## config.mk

```make
export PLATFORM = sky130hd
export DESIGN_NAME = alu_op_sched_flat
export DESIGN_NICKNAME = d
export VERILOG_FILES = /design/src/rtl/alu_op_sched_if.sv /design/src/rtl/alu_op_sched.sv /design/src/flat_wrapper.sv
export SDC_FILE = /design/constraint.sdc
export NUM_CORES = 1
export LEC_CHECK = 0
export ABC_CLOCK_PERIOD_IN_PS = 4500
export CAP_MARGIN = 5
export CORE_ASPECT_RATIO = 0.7
export CORE_MARGIN = 5
export CORE_UTILIZATION = 49
export CTS_BUF_LIST = sky130_fd_sc_hd__clkbuf_16
export DETAILED_ROUTE_END_ITERATION = 10
export HOLD_SLACK_MARGIN = 0.05
export PLACE_DENSITY = 0.85
export SLEW_MARGIN = 20
export SYNTH_ARGS = -nofsm -noshare
export SYNTH_HDL_FRONTEND = slang
export SYNTH_SLANG_ARGS = --single-unit
```

## constraint.sdc

```tcl
create_clock -name clk -period 4.5 [get_ports clk]
set_input_delay 0.9 -clock clk [delete_from_list [all_inputs] [get_ports clk]]
set_output_delay 0.9 -clock clk [all_outputs]
set_load 0.005 [all_outputs]
```

## src/rtl/alu_op_sched_if.sv

```systemverilog
// Request/result bundle between issue logic and the shared operator unit.
// master = issue side, slave = scheduler.
interface alu_op_sched_if #(
  parameter int width = 8,
  parameter int nreq  = 4
);
  localparam int idw = $clog2(nreq);

  logic [nreq-1:0]       req_valid;
  logic [nreq-1:0]       req_ready;
  logic [4*nreq-1:0]     req_op;
  logic [width*nreq-1:0] req_a;
  logic [width*nreq-1:0] req_b;
  logic [width*nreq-1:0] req_c;
  logic                  res_valid;
  logic                  res_ready;
  logic [width-1:0]      res_data;
  logic [idw-1:0]        res_id;
  logic                  res_err;

  modport master (
    output req_valid, req_op, req_a,
    output req_b, req_c, res_ready,
    input  req_ready, res_valid,
    input  res_data, res_id, res_err
  );

  modport slave (
    input  req_valid, req_op, req_a,
    input  req_b, req_c, res_ready,
    output req_ready, res_valid,
    output res_data, res_id, res_err
  );
endinterface

```

## src/rtl/alu_op_sched.sv

```systemverilog
// Round-robin scheduler in front of one shared operator datapath.
// Div/rem use an iterative restoring divider; others take one cycle.
module alu_op_sched #(
  parameter int width = 8,
  parameter int nreq  = 4
) (
  input  logic          clk,
  input  logic          reset,
  alu_op_sched_if.slave bus
);
  localparam int idw = $clog2(nreq);
  localparam int cw  = $clog2(width + 1);
  localparam logic [31:0] wlim = 32'(width);

  typedef enum logic [1:0] {
    IDLE, COMPUTE, DIV, HOLD
  } state_t;

  state_t state, state_nx;

  logic [idw-1:0]   ptr, gnt, id_q;
  logic             found;
  logic [3:0]       op_g, op_q;
  logic [width-1:0] a_q, b_q, c_q;
  logic [cw-1:0]    cnt;
  logic [width:0]   rem, rem_sh;
  logic [width-1:0] quo;
  logic             ge;
  logic [width-1:0] alu_r;
  logic             alu_err;
  logic [width-1:0] data_q;
  logic             err_q;

  // first valid requester at or after ptr, wrapping
  always_comb begin
    found = 1'b0;
    gnt   = '0;
    for (int k = 0; k < nreq; k++) begin
      int j;
      j = int'(ptr) + k;
      if (j >= nreq) j -= nreq;
      if (!found && bus.req_valid[j]) begin
        found = 1'b1;
        gnt   = idw'(j);
      end
    end
  end

  assign op_g = bus.req_op[4*int'(gnt) +: 4];

  always_comb begin
    bus.req_ready = '0;
    if (state == IDLE && found && !reset)
      bus.req_ready[gnt] = 1'b1;
  end

  always_comb begin
    state_nx = state;
    unique case (state)
      IDLE:
        if (found)
          state_nx = (op_g == 4'd3 || op_g == 4'd4)
                   ? DIV : COMPUTE;
      COMPUTE: state_nx = HOLD;
      DIV:
        if (cnt == cw'(width)) state_nx = HOLD;
      HOLD:
        if (bus.res_ready) state_nx = IDLE;
    endcase
  end

  always_ff @(posedge clk) begin
    if (reset) state <= IDLE;
    else       state <= state_nx;
  end

  always_comb begin
    alu_r   = '0;
    alu_err = 1'b0;
    case (op_q)
      4'd0:  alu_r = a_q + b_q;
      4'd1:  alu_r = a_q - b_q;
      4'd2:  alu_r = a_q * b_q;
      4'd5:  alu_r = a_q & b_q;
      4'd6:  alu_r = a_q | b_q;
      4'd7:  alu_r = a_q ^ b_q;
      4'd8:  alu_r = ~(a_q ^ b_q);
      4'd9:
        if (32'(b_q) < wlim) alu_r = a_q >> b_q;
      4'd10:
        if (32'(b_q) < wlim) alu_r = a_q << b_q;
      4'd11: alu_r[0] = a_q < b_q;
      4'd12: alu_r[0] = a_q == b_q;
      4'd13: alu_r = (|a_q) ? b_q : c_q;
      4'd14: alu_r = ~a_q;
      4'd15: alu_err = 1'b1;
      default: alu_r = '0;
    endcase
  end

  // b == 0 falls out naturally: quotient all ones, remainder a
  assign rem_sh = {rem[width-1:0], quo[width-1]};
  assign ge     = rem_sh >= {1'b0, b_q};

  always_ff @(posedge clk) begin
    if (reset) begin
      ptr    <= '0;
      id_q   <= '0;
      op_q   <= '0;
      a_q    <= '0;
      b_q    <= '0;
      c_q    <= '0;
      cnt    <= '0;
      rem    <= '0;
      quo    <= '0;
      data_q <= '0;
      err_q  <= 1'b0;
    end else begin
      unique case (state)
        IDLE:
          if (found) begin
            ptr  <= (gnt == idw'(nreq - 1))
                  ? '0 : gnt + 1'b1;
            id_q <= gnt;
            op_q <= op_g;
            a_q  <= bus.req_a[width*int'(gnt) +: width];
            b_q  <= bus.req_b[width*int'(gnt) +: width];
            c_q  <= bus.req_c[width*int'(gnt) +: width];
            quo  <= bus.req_a[width*int'(gnt) +: width];
            rem  <= '0;
            cnt  <= '0;
          end
        COMPUTE: begin
          data_q <= alu_r;
          err_q  <= alu_err;
        end
        DIV:
          if (cnt == cw'(width)) begin
            data_q <= (op_q == 4'd3)
                    ? quo : rem[width-1:0];
            err_q  <= 1'b0;
          end else begin
            cnt <= cnt + 1'b1;
            rem <= ge ? rem_sh - {1'b0, b_q} : rem_sh;
            quo <= (quo << 1) | width'(ge);
          end
        HOLD: ;
      endcase
    end
  end

  assign bus.res_valid = (state == HOLD);
  assign bus.res_data  = data_q;
  assign bus.res_id    = id_q;
  assign bus.res_err   = err_q;
endmodule

```

## src/flat_wrapper.sv

```systemverilog
// flat-port wrapper written by rule: the top's interface ports become plain ports
module alu_op_sched_flat 
#(
  parameter int width = 8,
  parameter int nreq  = 4
)
  (clk, reset, bus_req_valid, bus_req_op, bus_req_a, bus_req_b, bus_req_c, bus_res_ready, bus_req_ready, bus_res_valid, bus_res_data, bus_res_id, bus_res_err);
  alu_op_sched_if #(.width(width), .nreq(nreq)) bus_i ();
  input  logic clk;
  input  logic reset;
  input wire logic [$bits(bus_i.req_valid)-1:0] bus_req_valid;
  input wire logic [$bits(bus_i.req_op)-1:0] bus_req_op;
  input wire logic [$bits(bus_i.req_a)-1:0] bus_req_a;
  input wire logic [$bits(bus_i.req_b)-1:0] bus_req_b;
  input wire logic [$bits(bus_i.req_c)-1:0] bus_req_c;
  input wire logic [$bits(bus_i.res_ready)-1:0] bus_res_ready;
  output wire logic [$bits(bus_i.req_ready)-1:0] bus_req_ready;
  output wire logic [$bits(bus_i.res_valid)-1:0] bus_res_valid;
  output wire logic [$bits(bus_i.res_data)-1:0] bus_res_data;
  output wire logic [$bits(bus_i.res_id)-1:0] bus_res_id;
  output wire logic [$bits(bus_i.res_err)-1:0] bus_res_err;
  assign bus_i.req_valid = bus_req_valid;
  assign bus_i.req_op = bus_req_op;
  assign bus_i.req_a = bus_req_a;
  assign bus_i.req_b = bus_req_b;
  assign bus_i.req_c = bus_req_c;
  assign bus_i.res_ready = bus_res_ready;
  assign bus_req_ready = bus_i.req_ready;
  assign bus_res_valid = bus_i.res_valid;
  assign bus_res_data = bus_i.res_data;
  assign bus_res_id = bus_i.res_id;
  assign bus_res_err = bus_i.res_err;
  alu_op_sched #(.width(width), .nreq(nreq)) u_core (.clk(clk), .reset(reset), .bus(bus_i));
endmodule
```

# Word-level counts from Yosys, hierarchy flattened
# Index checks and enable logic that the tools add are counted.
[totals] ff_bits=63 input_bits=119
[op_classes] n_addsub=12 mul=1 magnitude_cmp=13 eq_ne=26 shifts=6 muxes=54 bitwise_logic=6 reduce_logical=20
[op_table] operator="$lt 32x4->1 const B" n=4
[op_table] operator="$mux 32" n=4
[op_table] operator="$ge 32x4->1 const B" n=3
[op_table] operator="$shiftx 32x6->8" n=3
[op_table] operator="$sub 32x4->32 const B" n=3
[op_table] operator="$mux 8" n=10
[op_table] operator="$pmux 7 s11" n=1
[op_table] operator="$pmux 8 s2" n=3
[op_table] operator="$eq 4x4->1 const B" n=9
[op_table] operator="$mux 2" n=9
[op_table] operator="$eq 4x3->1 const B" n=4
[op_table] operator="$not 8->8" n=2
[op_table] operator="$shiftx 16x5->4" n=1
[op_table] operator="$sub 8x8->8" n=2
[op_table] operator="$mux 1" n=15
[op_table] operator="$pmux 1 s13" n=1
[op_table] operator="$eq 4x2->1 const B" n=3
[op_table] operator="$mux 4" n=3
[op_table] operator="$ge 9x8->1" n=1
[op_table] operator="$add 8x8->8" n=1
[op_table] operator="$and 8x8->8" n=1
[op_table] operator="$bmux 1 s2" n=4
[op_table] operator="$eq 8x8->1" n=1
[op_table] operator="$lt 8x4->1 const B" n=1
[op_table] operator="33 further kinds" n=49

# Longest topological paths before layout
# Gate-level depths: netlist of the first run.
[logic_depth] word_depth=21 mapped_depth=18 depth_no_buf=17

# Worst setup path after synthesis of the first run
# Ideal clock, no wire load.
[synth_timing] path_type="register to register" startpoint="reg u_core.b_q[2]" endpoint="reg u_core.data_q[7], in the netlist u_core.bus.res_data[7]" setup_ps=128 arrival_ps=4125 required_time_ps=4372 setup_slack_ps=247 path_stages_with_launch=17 path_cell_list="dfxtp_1 > clkbuf_1 > clkbuf_1 > nand2_1 > fa_1 > fa_1 > inv_1 > fa_1 > inv_1 > fa_1 > inv_1 > ha_1 > a21oi_1 > xnor2_1 > xnor2_1 > a311oi_1 > a31oi_1"
[synth_between] elab_chain_len=4
[synth_rtl] item="from (decl)" line_no="alu_op_sched.sv:24" text="logic [width-1:0] a_q, b_q, c_q;"
[synth_rtl] item="from (signal assigned)" line_no="alu_op_sched.sv:127" text="b_q <= bus.req_b[width*int'(gnt) +: width];"
[synth_rtl] item="parallel branches: the longest is 2 deep, another holds $mul 8x8->8"
[synth_rtl] item="$pmux 7 s11 (*)" line_no="alu_op_sched.sv:80" text="case (op_q)"
[synth_rtl] item="$pmux 8 s2 (*)" line_no="alu_op_sched.sv:119" text="unique case (state)"
[synth_rtl] item="to (signal assigned)" line_no="alu_op_sched.sv:134" text="data_q <= alu_r;"
[synth_rtl] item="to (signal assigned)" line_no="alu_op_sched.sv:139" text="data_q <= (op_q == 4'd3)"
[synth_rtl] item="to (decl)" line_no="alu_op_sched.sv:31" text="logic [width-1:0] data_q;"
# Mark *: on every way between the ends.
# A chain may end at the register's enable or synchronous reset.

# Final worst setup path of the first run
[layout_timing] startpoint="reg u_core.a_q[1]" endpoint="reg u_core.data_q[5], in the netlist u_core.bus.res_data[5]"
[layout_between] elab_chain_len=4
[layout_rtl] item="from (decl)" line_no="alu_op_sched.sv:24"
[layout_rtl] item="from (signal assigned)" line_no="alu_op_sched.sv:126" text="a_q <= bus.req_a[width*int'(gnt) +: width];"
[layout_rtl] item="parallel branches: the longest is 2 deep, another holds $mul 8x8->8"
[layout_rtl] item="$pmux 7 s11 (*)" line_no="alu_op_sched.sv:80"
[layout_rtl] item="$pmux 8 s2 (*)" line_no="alu_op_sched.sv:119"
# Marked as above.

==> impl_summary.log, run 1 <==
INFO  metric route.vias.total = 7,526
INFO  metric postLayoutSetupSlackWorst = 0.223 ns
INFO  metric postSynthRegisterBits = 63
INFO  metric postLayoutCoreUtil = 0.636
INFO  metric synth_edf_count = 0
INFO  metric timing.clock.skew = between 0.005 and 0.006 ns
INFO  metric worstPathMaxFanout = 13
INFO  metric yosys-top-cells-area = dfxtp_1, ha_1, mux2i_1
INFO  metric cts_hold_buffers = 0
INFO  metric yosysSeqAreaShare = 0.182
INFO  metric dpl.hpwl = 19.4 mm
INFO  metric grt_overflow = 0
INFO  metric cts_resized = 0
INFO  metric hold_class = flip-flop to flip-flop
INFO  metric routed_wirelength = 24.6 mm
INFO  metric setup_viol = 0
INFO  metric min_period_over_period = 0.951
INFO  metric tritoncts.num_buffers = 9
INFO  metric timing_worst_setup_path_type = flip-flop to flip-flop
INFO  metric cts.reportedPaths.clkPinSlew = 0.05 ns
INFO  metric dpl-instance-area = 8490 sq um
INFO  metric post_route_cells_drive_above_1_share = 0.0869
INFO  metric syn_area = a little under 7000 sq um
INFO  metric drt_first_iter_violations = 926
INFO  metric total_count_of_hold_check_failures_in_the_final_report = 0
INFO  metric fp.dieW = 152 um
INFO  metric slowest_delay = 0.52 ns
INFO  metric timing.critical_path.to_type = flip-flop
INFO  metric finish.net_count = roughly 1,200
INFO  metric drc = 0
INFO  metric htree_num_levels = 3
INFO  metric tritoncts_clock_tree = built
INFO  metric place_ws = between 0.2 and 0.25 ns
INFO  metric tns = 0 ns
INFO  metric post_route_cell_area = a little under 9000 sq um
INFO  metric grt_setup_unrepaired = false
INFO  metric io-pin-count = 135
INFO  metric async_reset_ff_frac = 0
INFO  metric power_leakage = 3.70 nW
INFO  metric synth_top_cell_by_area = dfxtp_1
INFO  metric chipHeight = between 100 and 150 um
INFO  metric synth.avg_cell_area = 7.56 sq um
INFO  metric detail_route.first_pass.iterations = 7
INFO  metric synth_top_area_frac = 0.182
INFO  metric grt_first_pass_wirelength = 38.0 mm
INFO  metric cts_post_setup_buffers_inserted = 0
INFO  metric power.total = 6.04 mW
INFO  metric slew_headroom = 0.237
INFO  metric crit_path_start_kind = flip-flop
INFO  metric clock_sink_count = between 60 and 70
INFO  metric path_cells = buf_4 -> inv_1 -> nor2_1 -> ha_1 -> fa_1 -> ha_1 -> inv_1 -> fa_1 -> inv_1 -> fa_1 -> xor2_1 -> o21ai_0 -> o22ai_1 -> a31oi_1 -> nor2_1 -> a211oi_1 -> a221oi_1
INFO  metric route.antenna.remaining_nets = 0
INFO  metric initial_util = 0.499
INFO  metric max_cap_viols = 0
INFO  metric antenna_diodes = 0
INFO  metric worst_ep_required_time = 4.68 ns
INFO  metric cts_buffer_depth = 2
INFO  metric grt_use_total = 0.285
INFO  metric synth_cell_types = 73
INFO  metric worst-endpoint-arrival = about 4.5 ns
INFO  metric synthFlopType = dfxtp_1
INFO  metric final_max_slew_viol_count = 0
INFO  metric p_per_area = 685 nW/um^2
INFO  metric routed_via_density = 6.14
INFO  metric std_cell_rows = 36
INFO  metric tightestPinTransition = 1.14 ns
INFO  metric wl_per_cell = 20.1 um
INFO  metric layout_min_cycle_time = 4.28 ns
INFO  metric portBuffers = 134
INFO  metric clkLatencyLatePin = 0.33 ns
INFO  metric synth_nets = 1,107
INFO  metric first_global_vias = about 7,000
INFO  metric netlist_instances = just over 900
INFO  metric fp.coreArea = 13,900 sq um
INFO  metric antenna_violations_before_repair = 0
INFO  metric gpl.final_weighted_congestion = 1.07
INFO  metric peak_supply_drop = about 0.29 mV
INFO  metric clk_root_buffer_cell = clkbuf_16
INFO  metric largest_net_degree_at_the_start_of_global_routing = 61
INFO  metric yosysMostFrequentCell = nand2_1
INFO  metric synth.cells.most_frequent = nand2_1, nor2_1, inv_1, dfxtp_1, mux2i_1
INFO  metric critical_path.slowest_cell = fa_1
INFO  metric die-area = 16,600 sq um
INFO  metric layout-area-overhead-vs-synth = 27.5%
INFO  metric max_freq = roughly 230 MHz
INFO  metric yosysWarnings = 0
INFO  metric status = finished, final reports clean
placed cells by master (no fill, tap or decap), drive strengths merged, types with 6 or more instances in the layout:
master,Yosys,final
a22oi,12,12
clkbuf,41,9
nor3,15,15
nand3,36,36
dfxtp,63,63
o21a,6,6
fa,15,15
xnor2,18,18
clkdlybuf4s50,0,133
buf,18,32
nand2b,9,9
mux2i,60,60
a21oi,45,45
nor4,7,7
nor2b,9,9
nand2,148,148
a21o,7,7
o22ai,16,16
o21ai,27,27
and2,8,8
ha,58,58
inv,66,67
o211a,7,7
a211oi,17,17
nor2,84,84
a31oi,10,10
mux2,30,30
worst paths after layout:
kind                                      startpoint                endpoint  slack [ns]  cells after the start
worst max-delay path                   u_core.a_q[1]  u_core.bus.res_data[5]        0.22                     17
worst min-delay path            u_core.bus.res_id[0]    u_core.bus.res_id[0]        0.46                      2
worst min register to register  u_core.bus.res_id[0]    u_core.bus.res_id[0]        0.46                      2
worst max register to register         u_core.a_q[1]  u_core.bus.res_data[5]        0.22                     17
flip-flops by register name (all words and copies together) (netlist names):
signal	count
u_core.b_q	8
u_core.rem	8
u_core.state	2
u_core.a_q	8
u_core.op_q	4
u_core.ptr	2
u_core.bus.res_id	2
u_core.bus.res_err	1
u_core.cnt	4
u_core.c_q	8
u_core.bus.res_data	8
u_core.quo	8
logic make-up after synthesis:
kind of cell | count (synthesis) | share of synthesized area
AO/OA/AOI/OAI | 202 | 0.204
adder cells (fa/ha/maj) | 73 | 0.148
XOR/XNOR | 23 | 0.0291
multiplexers | 94 | 0.149
buffers and inverters | 125 | 0.0716
AND/OR/NAND/NOR | 335 | 0.216
flip-flops | 63 | 0.182
critical path: cells and delay by family, from the launching register on:
family          cells  cell delay (ns)
fa+ha+maj           5             1.97
compound gates      5             1.06
simple gates        2             0.14
xor+xnor            1             0.17
buf+inv             4             0.50
flops               1             0.31
layout make-up:
cell class	count	area [sq um]
Multi-Input combinational cell	727	5170
Fill cell	1208	5050
Timing Repair Buffer	165	1570
Sequential cell	63	1260
Inverter	66	255
Tap cell	190	238
Clock buffer	9	225
Clock inverter	6	101
power by group:
group	internal (mW)	leakage, nW	switching, mW
combinational	1.72	3.02	2.56
clock	0.532	0.162	0.248
sequential	0.754	0.518	0.225
total	3.01	3.70	3.03
metal layers:
| layer | track usage | routed length (um) | up-vias |
|---|---|---|---|
| met5 | 0 | 0 | - |
| met1 | 0.392 | 10400 | 3477 |
| li1 | - | - | 3459 |
| met2 | 0.428 | 10000 | 511 |
| met3 | 0.0987 | 3410 | 79 |
| met4 | 0.0783 | 721 | 0 |
through the flow:
stage,std cells,hold WS [ns]
finish,1226,0.455
global route,1226,0.479
CTS,1226,0.457
detailed placement,1211,0.450
global placement,1211,0.442
floorplan,915,0.436
(Power assumes the default switching activity.)
==> run 2, diff against run 1 <==
Settings changed: CTS_CLUSTER_SIZE set to 30, MAX_ROUTING_LAYER set to met4.
==> impl_summary.log, run 2 (same netlist as run 1, synthesis figures left out) <==
INFO  metric status = finished, final reports clean (unchanged)
INFO  metric final_cell_mix = nand2_1, clkdlybuf4s50_1, nor2_1 (unchanged)
INFO  metric path_cells = ha_1 -> inv_1 -> fa_1 -> inv_1 -> fa_1 -> ha_1 -> inv_1 -> fa_1 -> inv_1 -> ha_1 -> xor2_1 -> o21ai_0 -> o22ai_1 -> a31oi_1 -> nor2_1 -> a211oi_2 -> a221oi_1 (was buf_4 -> inv_1 -> nor2_1 -> ha_1 -> fa_1 -> ha_1 -> inv_1 -> fa_1 -> inv_1 -> fa_1 -> xor2_1 -> o21ai_0 -> o22ai_1 -> a31oi_1 -> nor2_1 -> a211oi_1 -> a221oi_1)
INFO  metric dpl.hpwl = 19.4 mm (about the same)
INFO  metric power.share.switching = 0.503 (was 0.502)
INFO  metric worst_ep_required_time = 4.70 ns (was 4.68 ns)
INFO  metric finish.net_count = 1,224 (unchanged)
INFO  metric post-place-cells = 1,211 (unchanged)
INFO  metric grt_setup_unrepaired = false (unchanged)
INFO  metric cp_top_family = adder cells (unchanged)
INFO  metric grt_use_total = 0.300 (was 0.285)
INFO  metric initial_util = 0.499 (unchanged)
INFO  metric cpMostUsedCell = inv_1
INFO  metric power.clock.fraction = 0.136 (was 0.129)
INFO  metric total_count_of_hold_check_failures_in_the_final_report = 0 (unchanged)
INFO  metric routed_via_density = 6.04 (was 6.14)
INFO  metric drc = 0 (unchanged)
INFO  metric max_cap_viols = 0 (unchanged)
INFO  metric clk_root_buffer_cell = clkbuf_16 (unchanged)
INFO  metric most_common_cell_after_layout_fill_and_taps_aside = nand2_1 (unchanged)
INFO  metric dpl-instance-area = 8490 sq um (unchanged)
INFO  metric p_seq_frac = 0.163 (was 0.162)
INFO  metric chipHeight = 109 um (unchanged)
INFO  metric critical_path_depth = 17 (unchanged)
INFO  metric proportion_of_power_drawn_by_combinational_gates = 0.701 (was 0.709)
INFO  metric final_max_slew_viol_count = 0 (unchanged)
INFO  metric grt_overflow = 0 (unchanged)
INFO  metric worst_setup_path_startpoint = u_core.a_q[2] (was u_core.a_q[1])
INFO  metric fp.dieW = 152 um (unchanged)
INFO  metric antenna_diodes = 0 (unchanged)
INFO  metric cts.reportedPaths.clkPinSlew = 0.06 ns (was 0.05 ns)
INFO  metric power.total = 6.07 mW (was 6.04 mW)
INFO  metric p_per_area = 686 nW/um^2 (was 685 nW/um^2)
INFO  metric tightestPinTransition = 0.981 ns (was 1.14 ns)
INFO  metric timing.clock.skew = 0.0100 ns (was 0.00537 ns)
INFO  metric wl_per_cell = 20.0 um (was 20.1 um)
INFO  metric gpl.final_weighted_congestion = 1.08 (was 1.07)
INFO  metric die-area = 16,600 sq um (unchanged)
INFO  metric std_cell_rows = 36 (unchanged)
INFO  metric crit-reg2reg-capture = u_core.bus.res_data[5] (unchanged)
INFO  metric post_route_cell_area = 8840 sq um (was 8820 sq um)
INFO  metric route.antenna.remaining_nets = 0 (unchanged)
INFO  metric detail_route.first_pass.iterations = 10 (was 7)
INFO  metric globalRouteMet3Util = 0.0995 (was 0.0987)
INFO  metric grt-busiest-layer = met2 (unchanged)
INFO  metric timing_worst_setup_path_type = flip-flop to flip-flop (unchanged)
INFO  metric slowest_delay = 0.56 ns (was 0.52 ns)
INFO  metric tns = 0 ns (unchanged)
INFO  metric worstPathMaxFanout = 12 (was 13)
INFO  metric tritoncts_clock_tree = built (unchanged)
INFO  metric worstReg2RegStart = u_core.a_q[2] (was u_core.a_q[1])
INFO  metric postLayoutSetupSlackWorst = 0.260 ns (was 0.223 ns)
INFO  metric tritoncts.num_buffers = 9 (unchanged)
INFO  metric internal_power = 3.02 mW (was 3.01 mW)
INFO  metric peak_supply_drop = 0.279 mV (was 0.292 mV)
INFO  metric antenna_violations_before_repair = 0 (unchanged)
INFO  metric critical_path_buf_inv_count = 4 (unchanged)
INFO  metric layout-area-overhead-vs-synth = 27.8% (was 27.5%)
INFO  metric timing.critical_path.to_type = flip-flop (unchanged)
INFO  metric io-pin-count = 135 (unchanged)
INFO  metric htree_num_levels = 3 (unchanged)
INFO  metric largest_net_degree_at_the_start_of_global_routing = 61 (unchanged)
INFO  metric portBuffers = 134 (unchanged)
INFO  metric post_route_cells_drive_above_1_share = 0.0906 (was 0.0869)
INFO  metric place_ws = 0.208 ns (was 0.248 ns)
INFO  metric route.vias.total = 7,409 (was 7,526)
INFO  metric power_leakage = 3.70 nW (about the same)
INFO  metric grt_use_met2 = 0.463 (was 0.428)
INFO  metric layout_min_cycle_time = 4.24 ns (was 4.28 ns)
INFO  metric clkLatencyLatePin = 0.34 ns (was 0.33 ns)
INFO  metric cts_buffer_depth = 2 (unchanged)
INFO  metric routed_wirelength = 24.5 mm (was 24.6 mm)
INFO  metric clock_sink_count = 63 (unchanged)
INFO  metric grt_first_pass_wirelength = 38.8 mm (was 38.0 mm)
INFO  metric min_period_over_period = 0.942 (was 0.951)
INFO  metric setup_viol = 0 (unchanged)
INFO  metric critical_path.slowest_cell = dfxtp_1 (was fa_1)
INFO  metric slew_headroom = 0.337 (was 0.237)
INFO  metric power.net_switching = 3.05 mW (was 3.03 mW)
INFO  metric final_cell_count_no_fill = 1,227 (was 1,226)
INFO  metric global_route.usage.met1 = 0.389 (was 0.392)
INFO  metric hold_class = flip-flop to flip-flop (unchanged)
INFO  metric cts_hold_buffers = 0 (unchanged)
INFO  metric fp.coreArea = 13,900 sq um (unchanged)
INFO  metric r2r_depth = 17 (unchanged)
INFO  metric worst-endpoint-arrival = 4.44 ns (was 4.46 ns)
INFO  metric max_freq = 236 MHz (was 234 MHz)
INFO  metric drt_first_iter_violations = 999 (was 926)
INFO  metric cp-endpoint = u_core.bus.res_data[5] (unchanged)
INFO  metric first_global_vias = 7,263 (was 6,961)
INFO  metric rrSetupSlack = 0.26 ns (was 0.22 ns)
INFO  metric crit_path_start_kind = flip-flop (unchanged)
INFO  metric cts_post_setup_buffers_inserted = 0 (unchanged)
## run 2: changes by cell type in the layout (fill, tap and decap cells not counted)
cell / change
a211oi_1: -1
clkinv_4: +1
clkinv_1: -1
clkinvlp_4: +1
a211oi_2: +1
inv_1: -1
inv_6: +1
## run 2: metrics by stage
step	utilization	hold slack (ns)
after floorplan	-	0.436
after global placement	0.612	0.443
after detailed placement	0.612	0.455
after CTS	0.636	0.463
after global routing	0.637	0.494
final	0.637	0.461
## run 2: power by group through the flow
| stage | combinational, mW | clock [mW] | sequential, mW |
|---|---|---|---|
| 6_report | 4.25 | 0.824 | 0.990 |
| 2_1_floorplan | 2.95 | 0 | 0.891 |
| 5_1_grt | 4.59 | 0.851 | 1.01 |
| 3_5_place_dp | 4.08 | 0 | 0.985 |
| 3_3_place_gp | 4.02 | 0 | 0.978 |
| 4_1_cts | 4.12 | 0.822 | 0.975 |
## run 2: routing by layer
metal	up-vias	share of wire
met5	-	0
met4	0	0.023
met3	79	0.14
met2	465	0.42
met1	3398	0.42
li1	3467	-
## run 2: repair_timing
item	in CTS	in global routing
endpoints found under the hold margin	0	0
setup endpoints to repair	0	2
gates resized for setup	0	2
## run 2: worst reg2reg max path, delay by kind of cell, from the launching register on
family | cells | cell delay, ns
simple gates | 1 | 0.07
flops | 1 | 0.56
compound gates | 5 | 0.87
fa+ha+maj | 6 | 2.18
xor+xnor | 1 | 0.17
buf+inv | 4 | 0.27
## run 2: area by class of cell
cell class | count | area, sq um
multi-input combinational | 727 | 5170
fill | 1237 | 5030
timing repair buffer | 165 | 1570
sequential | 63 | 1260
inverter | 66 | 255
tap | 190 | 238
clock buffer | 9 | 225
clock inverter | 7 | 119
## run 2: worst min path at each step
| stage | end | slack, ns | from | cells after the start |
|---|---|---|---|---|
| after floorplan | u_core.c_q[0] | 0.44 | u_core.c_q[0] | 2 |
| after global placement | u_core.bus.res_id[1] | 0.44 | u_core.bus.res_id[1] | 2 |
| after detailed placement | u_core.bus.res_id[1] | 0.46 | u_core.bus.res_id[1] | 2 |
| after CTS | u_core.bus.res_id[1] | 0.46 | u_core.bus.res_id[1] | 2 |
| after global routing | u_core.bus.res_id[1] | 0.49 | u_core.bus.res_id[1] | 2 |
| final | u_core.bus.res_id[1] | 0.46 | u_core.bus.res_id[1] | 2 |
